## src/rtl/apb_requester.sv

```systemverilog
// APB4 requester: turns a valid/ready command stream into APB setup/access
// transfers with completer select decode, wait-state timeout and a held response.
module apb_requester #(
  parameter int ADDR_WIDTH = 11,
  parameter int DATA_WIDTH = 32,
  parameter int NUM_SEL    = 1,
  parameter int TIMEOUT    = 256,
  localparam int STRB_W    = DATA_WIDTH / 8,
  localparam int SEL_W     = (NUM_SEL > 1) ? $clog2(NUM_SEL) : 1
) (
  input  logic                  clk,
  input  logic                  rst_n,
  input  logic                  cmd_valid,
  output logic                  cmd_ready,
  input  logic [ADDR_WIDTH-1:0] cmd_addr,
  input  logic                  cmd_write,
  input  logic [DATA_WIDTH-1:0] cmd_wdata,
  input  logic [STRB_W-1:0]     cmd_strb,
  input  logic [2:0]            cmd_prot,
  input  logic [SEL_W-1:0]      cmd_sel,
  output logic                  rsp_valid,
  input  logic                  rsp_ready,
  output logic [DATA_WIDTH-1:0] rsp_rdata,
  output logic                  rsp_slverr,
  output logic                  rsp_timeout,
  output logic [ADDR_WIDTH-1:0] paddr,
  output logic                  pwrite,
  output logic [NUM_SEL-1:0]    psel,
  output logic                  penable,
  output logic [STRB_W-1:0]     pstrb,
  output logic [DATA_WIDTH-1:0] pwdata,
  output logic [2:0]            pprot,
  input  logic [DATA_WIDTH-1:0] prdata,
  input  logic                  pready,
  input  logic                  pslverr
);

  localparam logic [1:0] ST_IDLE   = 2'd0;
  localparam logic [1:0] ST_SETUP  = 2'd1;
  localparam logic [1:0] ST_ACCESS = 2'd2;
  localparam logic [1:0] ST_RESP   = 2'd3;

  // A zero TIMEOUT still needs a legal one-bit counter even though it is never consulted.
  localparam int CNT_W = (TIMEOUT > 0) ? $clog2(TIMEOUT + 1) : 1;
  localparam logic [CNT_W-1:0] CNT_MAX  = {CNT_W{1'b1}};
  localparam logic [CNT_W-1:0] CNT_LAST = (TIMEOUT > 0) ? CNT_W'(TIMEOUT - 1) : {CNT_W{1'b0}};

  logic [1:0]         state_r;
  logic [CNT_W-1:0]   wait_cnt_r;
  logic               sel_ok_s;
  logic [NUM_SEL-1:0] sel_dec_s;
  logic               timeout_hit_s;

  // Completer index decode and timeout detection.
  always_comb begin
    sel_ok_s  = (int'(cmd_sel) < NUM_SEL);
    sel_dec_s = '0;
    for (int i = 0; i < NUM_SEL; i++) begin
      sel_dec_s[i] = (int'(cmd_sel) == i);
    end
    if (TIMEOUT != 0) begin
      timeout_hit_s = (wait_cnt_r == CNT_LAST);
    end else begin
      timeout_hit_s = 1'b0;
    end
  end

  assign cmd_ready = (state_r == ST_IDLE);

  // Transfer state machine; all APB and response outputs are registered here.
  always_ff @(posedge clk or negedge rst_n) begin
    if (!rst_n) begin
      state_r     <= ST_IDLE;
      wait_cnt_r  <= '0;
      rsp_valid   <= 1'b0;
      rsp_rdata   <= '0;
      rsp_slverr  <= 1'b0;
      rsp_timeout <= 1'b0;
      paddr       <= '0;
      pwrite      <= 1'b0;
      psel        <= '0;
      penable     <= 1'b0;
      pstrb       <= '0;
      pwdata      <= '0;
      pprot       <= 3'b000;
    end else begin
      case (state_r)
        ST_IDLE: begin
          if (cmd_valid) begin
            rsp_rdata   <= '0;
            rsp_timeout <= 1'b0;
            if (sel_ok_s) begin
              state_r    <= ST_SETUP;
              rsp_slverr <= 1'b0;
              psel       <= sel_dec_s;
              paddr      <= cmd_addr;
              pwrite     <= cmd_write;
              pprot      <= cmd_prot;
              pwdata     <= cmd_write ? cmd_wdata : '0;
              pstrb      <= cmd_write ? cmd_strb : '0;
            end else begin
              // Decode error: answer straight away without touching the bus.
              state_r    <= ST_RESP;
              rsp_valid  <= 1'b1;
              rsp_slverr <= 1'b1;
            end
          end
        end
        ST_SETUP: begin
          state_r    <= ST_ACCESS;
          penable    <= 1'b1;
          wait_cnt_r <= '0;
        end
        ST_ACCESS: begin
          if (pready) begin
            state_r     <= ST_RESP;
            psel        <= '0;
            penable     <= 1'b0;
            rsp_valid   <= 1'b1;
            rsp_slverr  <= pslverr;
            rsp_timeout <= 1'b0;
            rsp_rdata   <= pwrite ? '0 : prdata;
          end else if (timeout_hit_s) begin
            state_r     <= ST_RESP;
            psel        <= '0;
            penable     <= 1'b0;
            rsp_valid   <= 1'b1;
            rsp_slverr  <= 1'b0;
            rsp_timeout <= 1'b1;
            rsp_rdata   <= '0;
          end else if (wait_cnt_r != CNT_MAX) begin
            wait_cnt_r <= wait_cnt_r + CNT_W'(1);
          end
        end
        ST_RESP: begin
          if (rsp_ready) begin
            state_r   <= ST_IDLE;
            rsp_valid <= 1'b0;
          end
        end
        default: begin
          state_r   <= ST_IDLE;
          psel      <= '0;
          penable   <= 1'b0;
          rsp_valid <= 1'b0;
        end
      endcase
    end
  end

endmodule

```

## config.mk

```make
export PLATFORM = sky130hd
export DESIGN_NAME = apb_requester
export DESIGN_NICKNAME = d
export VERILOG_FILES = /design/src/rtl/apb_requester.sv
export SDC_FILE = /design/constraint.sdc
export NUM_CORES = 1
export LEC_CHECK = 0
export ABC_AREA = 0
export BUFFER_PORTS_ARGS = -buffer_cell sky130_fd_sc_hd__buf_2
export CORE_MARGIN = 8
export CORE_UTILIZATION = 48
export CTS_CLUSTER_DIAMETER = 30
export CTS_CLUSTER_SIZE = 8
export DETAILED_ROUTE_END_ITERATION = 10
export HOLD_SLACK_MARGIN = 0.05
export PLACE_DENSITY_LB_ADDON = 0.12
export SYNTH_ARGS = -nofsm -noshare
export SYNTH_HDL_FRONTEND = slang
export SYNTH_SLANG_ARGS = --single-unit
export TNS_END_PERCENT = 20
```

## constraint.sdc

```tcl
create_clock -name clk -period 3.4 [get_ports clk]
set_clock_uncertainty 0.2 [all_clocks]
set_input_delay 0.17 -clock clk [delete_from_list [all_inputs] [get_ports clk]]
set_output_delay 0.17 -clock clk [all_outputs]
set_load 0.05 [all_outputs]
```

### After elaboration in Yosys (flattened, before gate mapping)

Index checks and enable logic that the tools add are counted.

| cells by class | value |
|---|---|
| add/sub/neg operators | 1 |
| magnitude comparators | 1 |
| equal/unequal tests | 13 |
| muxes and demuxes | 36 |
| bitwise operators | 1 |
| reduce and logical (&&, ||, !) cells | 11 |

Operators with widths:

| kind | count |
|---|---|
| $mux 32 | 5 |
| $pmux 32 s2 | 1 |
| $mux 9 | 3 |
| $pmux 9 s2 | 1 |
| $mux 1 | 14 |
| $ne 2x2->1 const B | 6 |
| $mux 2 | 5 |
| $add 9x1->9 const B | 1 |
| $eq 9x8->1 const B | 1 |
| $ne 9x9->1 const B | 1 |
| $reduce_and 3->1 | 3 |
| $pmux 1 s2 | 4 |
| $pmux 2 s4 | 1 |
| $reduce_and 4->1 | 2 |
| $reduce_and 5->1 | 1 |
| $eq 2x2->1 const B | 2 |
| $mux 4 | 1 |
| $reduce_bool 2->1 | 2 |
| $ne 3x3->1 const B | 1 |
| $pmux 1 s3 | 1 |
| $reduce_bool 3->1 | 1 |
| $eq 2x1->1 const B | 1 |
| $logic_not 2->1 | 1 |
| $ne 2x1->1 const B | 1 |
| 3 further kinds | 3 |

| word-level totals | value |
|---|---|
| bits in registers | 99 |
| input port bits | 90 |
| output and inout bits | 89 |

### Logic depth before layout (Yosys ltp)

| depth | value |
|---|---|
| depth after elaboration | 5 |
| mapped depth | 9 |

### Least setup slack after synthesis

Ideal clock, no wire load.

| timing | value |
|---|---|
| path type | reg2reg |
| start | register wait_cnt_r[0] |
| end | register wait_cnt_r[7] |
| data arrival time | 2149 ps |
| data required time | 3123 ps |
| slack | 974 ps |
| stages on the path, launching flop included | 9 |
| path buffers | 1 |
| clock period less this slack | 2426 ps |
| cells stage by stage | dfrtp_1 > ha_1 > nand3_1 > nor2_1 > ha_1 > or4b_1 > buf_2 > or4_1 > a21oi_1 |

| between the ends | value |
|---|---|
| longest elaborated chain between the ends | 5 |

RTL lines:

| element | RTL line | RTL |
|---|---|---|
| start: declaration | 49 | `logic [CNT_W-1:0] wait_cnt_r;` |
| start signal: assignment | 132 | `wait_cnt_r <= wait_cnt_r + CNT_W'(1);` |
| $add 9x1->9 | 132 |  |
| $mux 9 | 131 | `end else if (wait_cnt_r != CNT_MAX) begin` |
| $mux 9 | 123 | `end else if (timeout_hit_s) begin` |
| $mux 9 | 115 | `if (pready) begin` |
| $pmux 9 s2 | 87 | `case (state_r)` |

Several ways; a longest one is shown, not always the timed one. The select of a mux whose other input is x is not followed.
A chain may end at the register's enable or synchronous reset.

### Final worst setup path

| timing | value |
|---|---|
| start | register wait_cnt_r[0] |
| end | register rsp_rdata[23] |

| between the ends | value |
|---|---|
| longest elaborated chain between the ends | 3 |

RTL lines:

| element | RTL line | RTL |
|---|---|---|
| $eq 9x8->1 | 62 | `timeout_hit_s = (wait_cnt_r == CNT_LAST);` |
| $ne 3x3->1 (no line) | -- |  |
| $reduce_and 3->1 (no line) | -- |  |
| end signal: assignment | 122 | `rsp_rdata <= pwrite ? '0 : prdata;` |
| end: declaration | 23 | `output logic [DATA_WIDTH-1:0] rsp_rdata,` |

No other way between the ends.

==> metrics.csv <==
stage,metric,value,unit
worst_setup_path,most repeated library cell on the critical path,sky130_fd_sc_hd__ha_1,
clock_tree,Num Clock Sinks,99,
clock_tree,number of clock buffers inserted by TritonCTS,9,
detailed_routing,aggregate routed wire length,12300,um
global_route,initial antenna violation count,1,
synthesis,library cell with the highest instance count after synthesis,sky130_fd_sc_hd__nand2_1,
detailed_routing,DR vias,3909,
synthesis,number of instances in the synthesized netlist,420,
clock_tree,H-tree Lvls,3,
detailed_routing,number of vias per cell after detailed routing,4.93,
floorplanning,boundary pin count,179,
timing,setup repair after global routing missed its margin,false,
clock_tree,clock latency reported for the late side of the worst-skew pair,0.35,ns
worst_setup_path,"slowest stage delay, CP",0.62,ns
synthesis,leading register cell type out of synthesis,sky130_fd_sc_hd__dfrtp_1,
worst_setup_path,cells traversed along the worst timing path,ha_1 > nand3_1 > nor2_1 > ha_1 > nor3b_1 > a211oi_4 > buf_4 > mux2i_1,
detailed_routing,Detailed Routing Iterations Pass 1,4,
clock_tree,Max Root-Sink Buffers,2,
timing,portion of the clock cycle consumed by the worst path in the final layout,82.3,%
timing,shortest period the worst path allows,2.80,ns
clock_tree,clk root buf,sky130_fd_sc_hd__clkbuf_8,
power,power density over the cells,877,nW/um^2
synthesis,distinct cell type count of the synthesized netlist,33,
finish,share of the core filled with cells,73.0,%
place,DP HPWL,8160,um
floorplanning,number of core rows,34,
clock_tree,quantity of hold-fixing buffers added after cts,89,
global_route,wire length of the first global-routing pass,20500,um
place,port bufs,178,
finish,share of layout cells above drive strength 1,31.3,%
synthesis,cell type with the highest aggregate area in the netlist,sky130_fd_sc_hd__dfrtp_1,
synthesis,syn nets,519,
clock_tree,Post-CTS Setup Repair Bufs,0,
finish,number of filler cells placed in the layout,634,
flow_run,# Max-Cap Violations,0,
power,cell leakage power,3.24,nW
global_route,global-route total usage across every layer,20.1,%
finish,number of nets in the finished design,780,
timing,setup TNS after final layout,0,ns
floorplanning,Core Footprint,8680,um^2
worst_setup_path,standard cell with the maximum stage delay on the critical path,sky130_fd_sc_hd__a211oi_4,
timing,worst slew slack as a fraction of its limit,39.8,%
synthesis,synthesized cell area,4290,um^2
clock_tree,clock transition at the registers of the reported paths,0.09,ns
worst_setup_path,kind of capture point of the worst setup path,flop,
detailed_routing,number of violations reported at the end of detailed-routing iteration 0,127,
synthesis,async set-reset flop share out of synthesis,100,%
timing,setup violators final,0,
worst_setup_path,largest fanout on the critical path,23,
synthesis,number of synthesis warnings,0,
synthesis,average footprint of a synthesized cell,10.2,um^2
worst_setup_path,"Data required, critical path",3.47,ns
worst_setup_path,crit path kind,reg2reg,
worst_setup_path,Setup crit start kind,flop,
clock_tree,clock tree from TritonCTS,done,
floorplanning,area of the die,12200,um^2
place,Final Wtd Congestion,0.788,
global_route,pin count of the biggest net entering global routing,73,
synthesis,sequential share of the synthesized area,57.8,%
timing,Final Max Slew Viols,0,
synthesis,most instantiated cells after synthesis,"sky130_fd_sc_hd__nand2_1, sky130_fd_sc_hd__dfrtp_1, sky130_fd_sc_hd__o21ai_0",
worst_setup_path,Worst Path Arrival,2.86,ns
detailed_routing,antenna-violating nets left,0,
synthesis,biggest area contributors in the synthesized netlist,"sky130_fd_sc_hd__dfrtp_1, sky130_fd_sc_hd__nand2_1, sky130_fd_sc_hd__mux2i_1, sky130_fd_sc_hd__o21ai_0, sky130_fd_sc_hd__mux2_2",
synthesis,Synth Register Bits,99,
worst_hold_path,type of the worst min-delay path,in2reg,
detailed_routing,WL per Instance,15.5,um
floorplanning,vertical die dimension,111,um
status,status,"complete, no violations",
finish,Layout area overhead,47.8,%
timing,highest attainable clock frequency,357,MHz
detailed_routing,count of unresolved DRC violations after routing,0,
power,worst supply voltage drop on vdd,659,uV
global_route,number of global-route vias before repair,4225,
global_route,residual overflow from global routing,0,
clock_tree,Post-CTS Resized,0,
timing,Slew @ Worst Pin,0.900,ns
floorplanning,initial standard-cell utilization of the core,49.4,%
synthesis,share of Yosys cell area claimed by the top area cell type,57.8,%
timing,count of endpoints failing hold in the final timing report,0,
floorplanning,Die Span X,111,um
synthesis,number of enable flip-flop cells after synthesis,0,
[through the flow]
step / instance area (um^2) / std cells / worst slack, ns / hold slack [ns] / power (mW)
6_report: 6330 / 793 / 0.602 / 0.131 / 5.55
5_1_grt: 6330 / 793 / 0.382 / 0.140 / 5.86
4_1_cts: 6330 / 792 / 0.601 / 0.110 / 5.58
3_5_place_dp: 5290 / 689 / 0.620 / 0.159 / 4.84
3_3_place_gp: 5290 / 689 / 0.696 / 0.151 / 4.78
2_1_floorplan: 4290 / 420 / 0.974 / -0.326 / 4.08
[layer usage]
metal / part of all wire (%) / track usage [%]
met1: 41 / 22.7
met2: 49 / 34.4
met3: 7.1 / 6.55
met4: 2.1 / 7.39
met5: 0 / 0
[where the power goes]
group | internal (mW) | switching (mW)
logic | 0.862 | 2.23
registers | 1.58 | 0.229
clock network | 0.260 | 0.394
[worst paths after layout]
path	startpoint	to	slack (ns)	cells after the start
hold / removal	cmd_valid	psel	0.13	4
setup reg to reg	wait_cnt_r[0]	rsp_rdata[23]	0.60	8
hold reg to reg	pwdata[12]	pwdata[12]	0.28	2
min in group asynchronous	rst_n	rsp_rdata[26]	0.27	2
max in group asynchronous	rst_n	pwdata[15]	1.95	3
setup / recovery	wait_cnt_r[0]	rsp_rdata[23]	0.60	8
[cell families after synthesis]
logic type / after synthesis / synth area share (%)
DFF: 99 / 57.8
muxes: 50 / 12.1
buffers and inverters: 64 / 5.72
adders and majority gates: 9 / 2.63
and+or+nand+nor: 137 / 13.7
AOI/OAI and AO/OA: 61 / 8.06
[placed cells by master, fill, tap and decap left out, drive strengths merged, types with 3 or more instances in the layout]
cell,n
or3,3
o21ai,43
nor2b,3
mux2,15
buf,183
dlygate4sd3,89
mux2i,35
nand3,7
dfrtp,99
o41ai,3
ha,9
inv,43
clkbuf,10
nand2,107
a21oi,7
[critical path: cells and delay by family (launching register included)]
kind	cells	cell delay (ns)
DFF	1	0.39
AOI/OAI and AO/OA	1	0.62
adders and majority gates	2	0.42
and+or+nand+nor	3	0.33
buffers and inverters	1	0.48
muxes	1	0.26
[state kept, by name (all words and copies together) (netlist names)]
register	flops
paddr	11
penable	1
pprot	3
psel	1
pstrb	4
pwdata	32
pwrite	1
rsp_rdata	32
rsp_slverr	1
rsp_timeout	1
rsp_valid	1
state_r	2
wait_cnt_r	9
[layout make-up]
| cell class | count | area [um^2] | share of cell area, % |
|---|---|---|---|
| Clock buffer | 10 | 128 | 2.01 |
| Tap cell | 108 | 135 | 2.13 |
| Clock inverter | 4 | 28.8 | 0.454 |
| Antenna cell | 1 | 2.50 | 0.0395 |
| Sequential cell | 99 | 2480 | 39.1 |
| Inverter | 42 | 158 | 2.49 |
| Timing Repair Buffer | 272 | 1830 | 29.0 |
| Multi-Input combinational cell | 257 | 1570 | 24.8 |
Power figures use the tool's default switching activity.
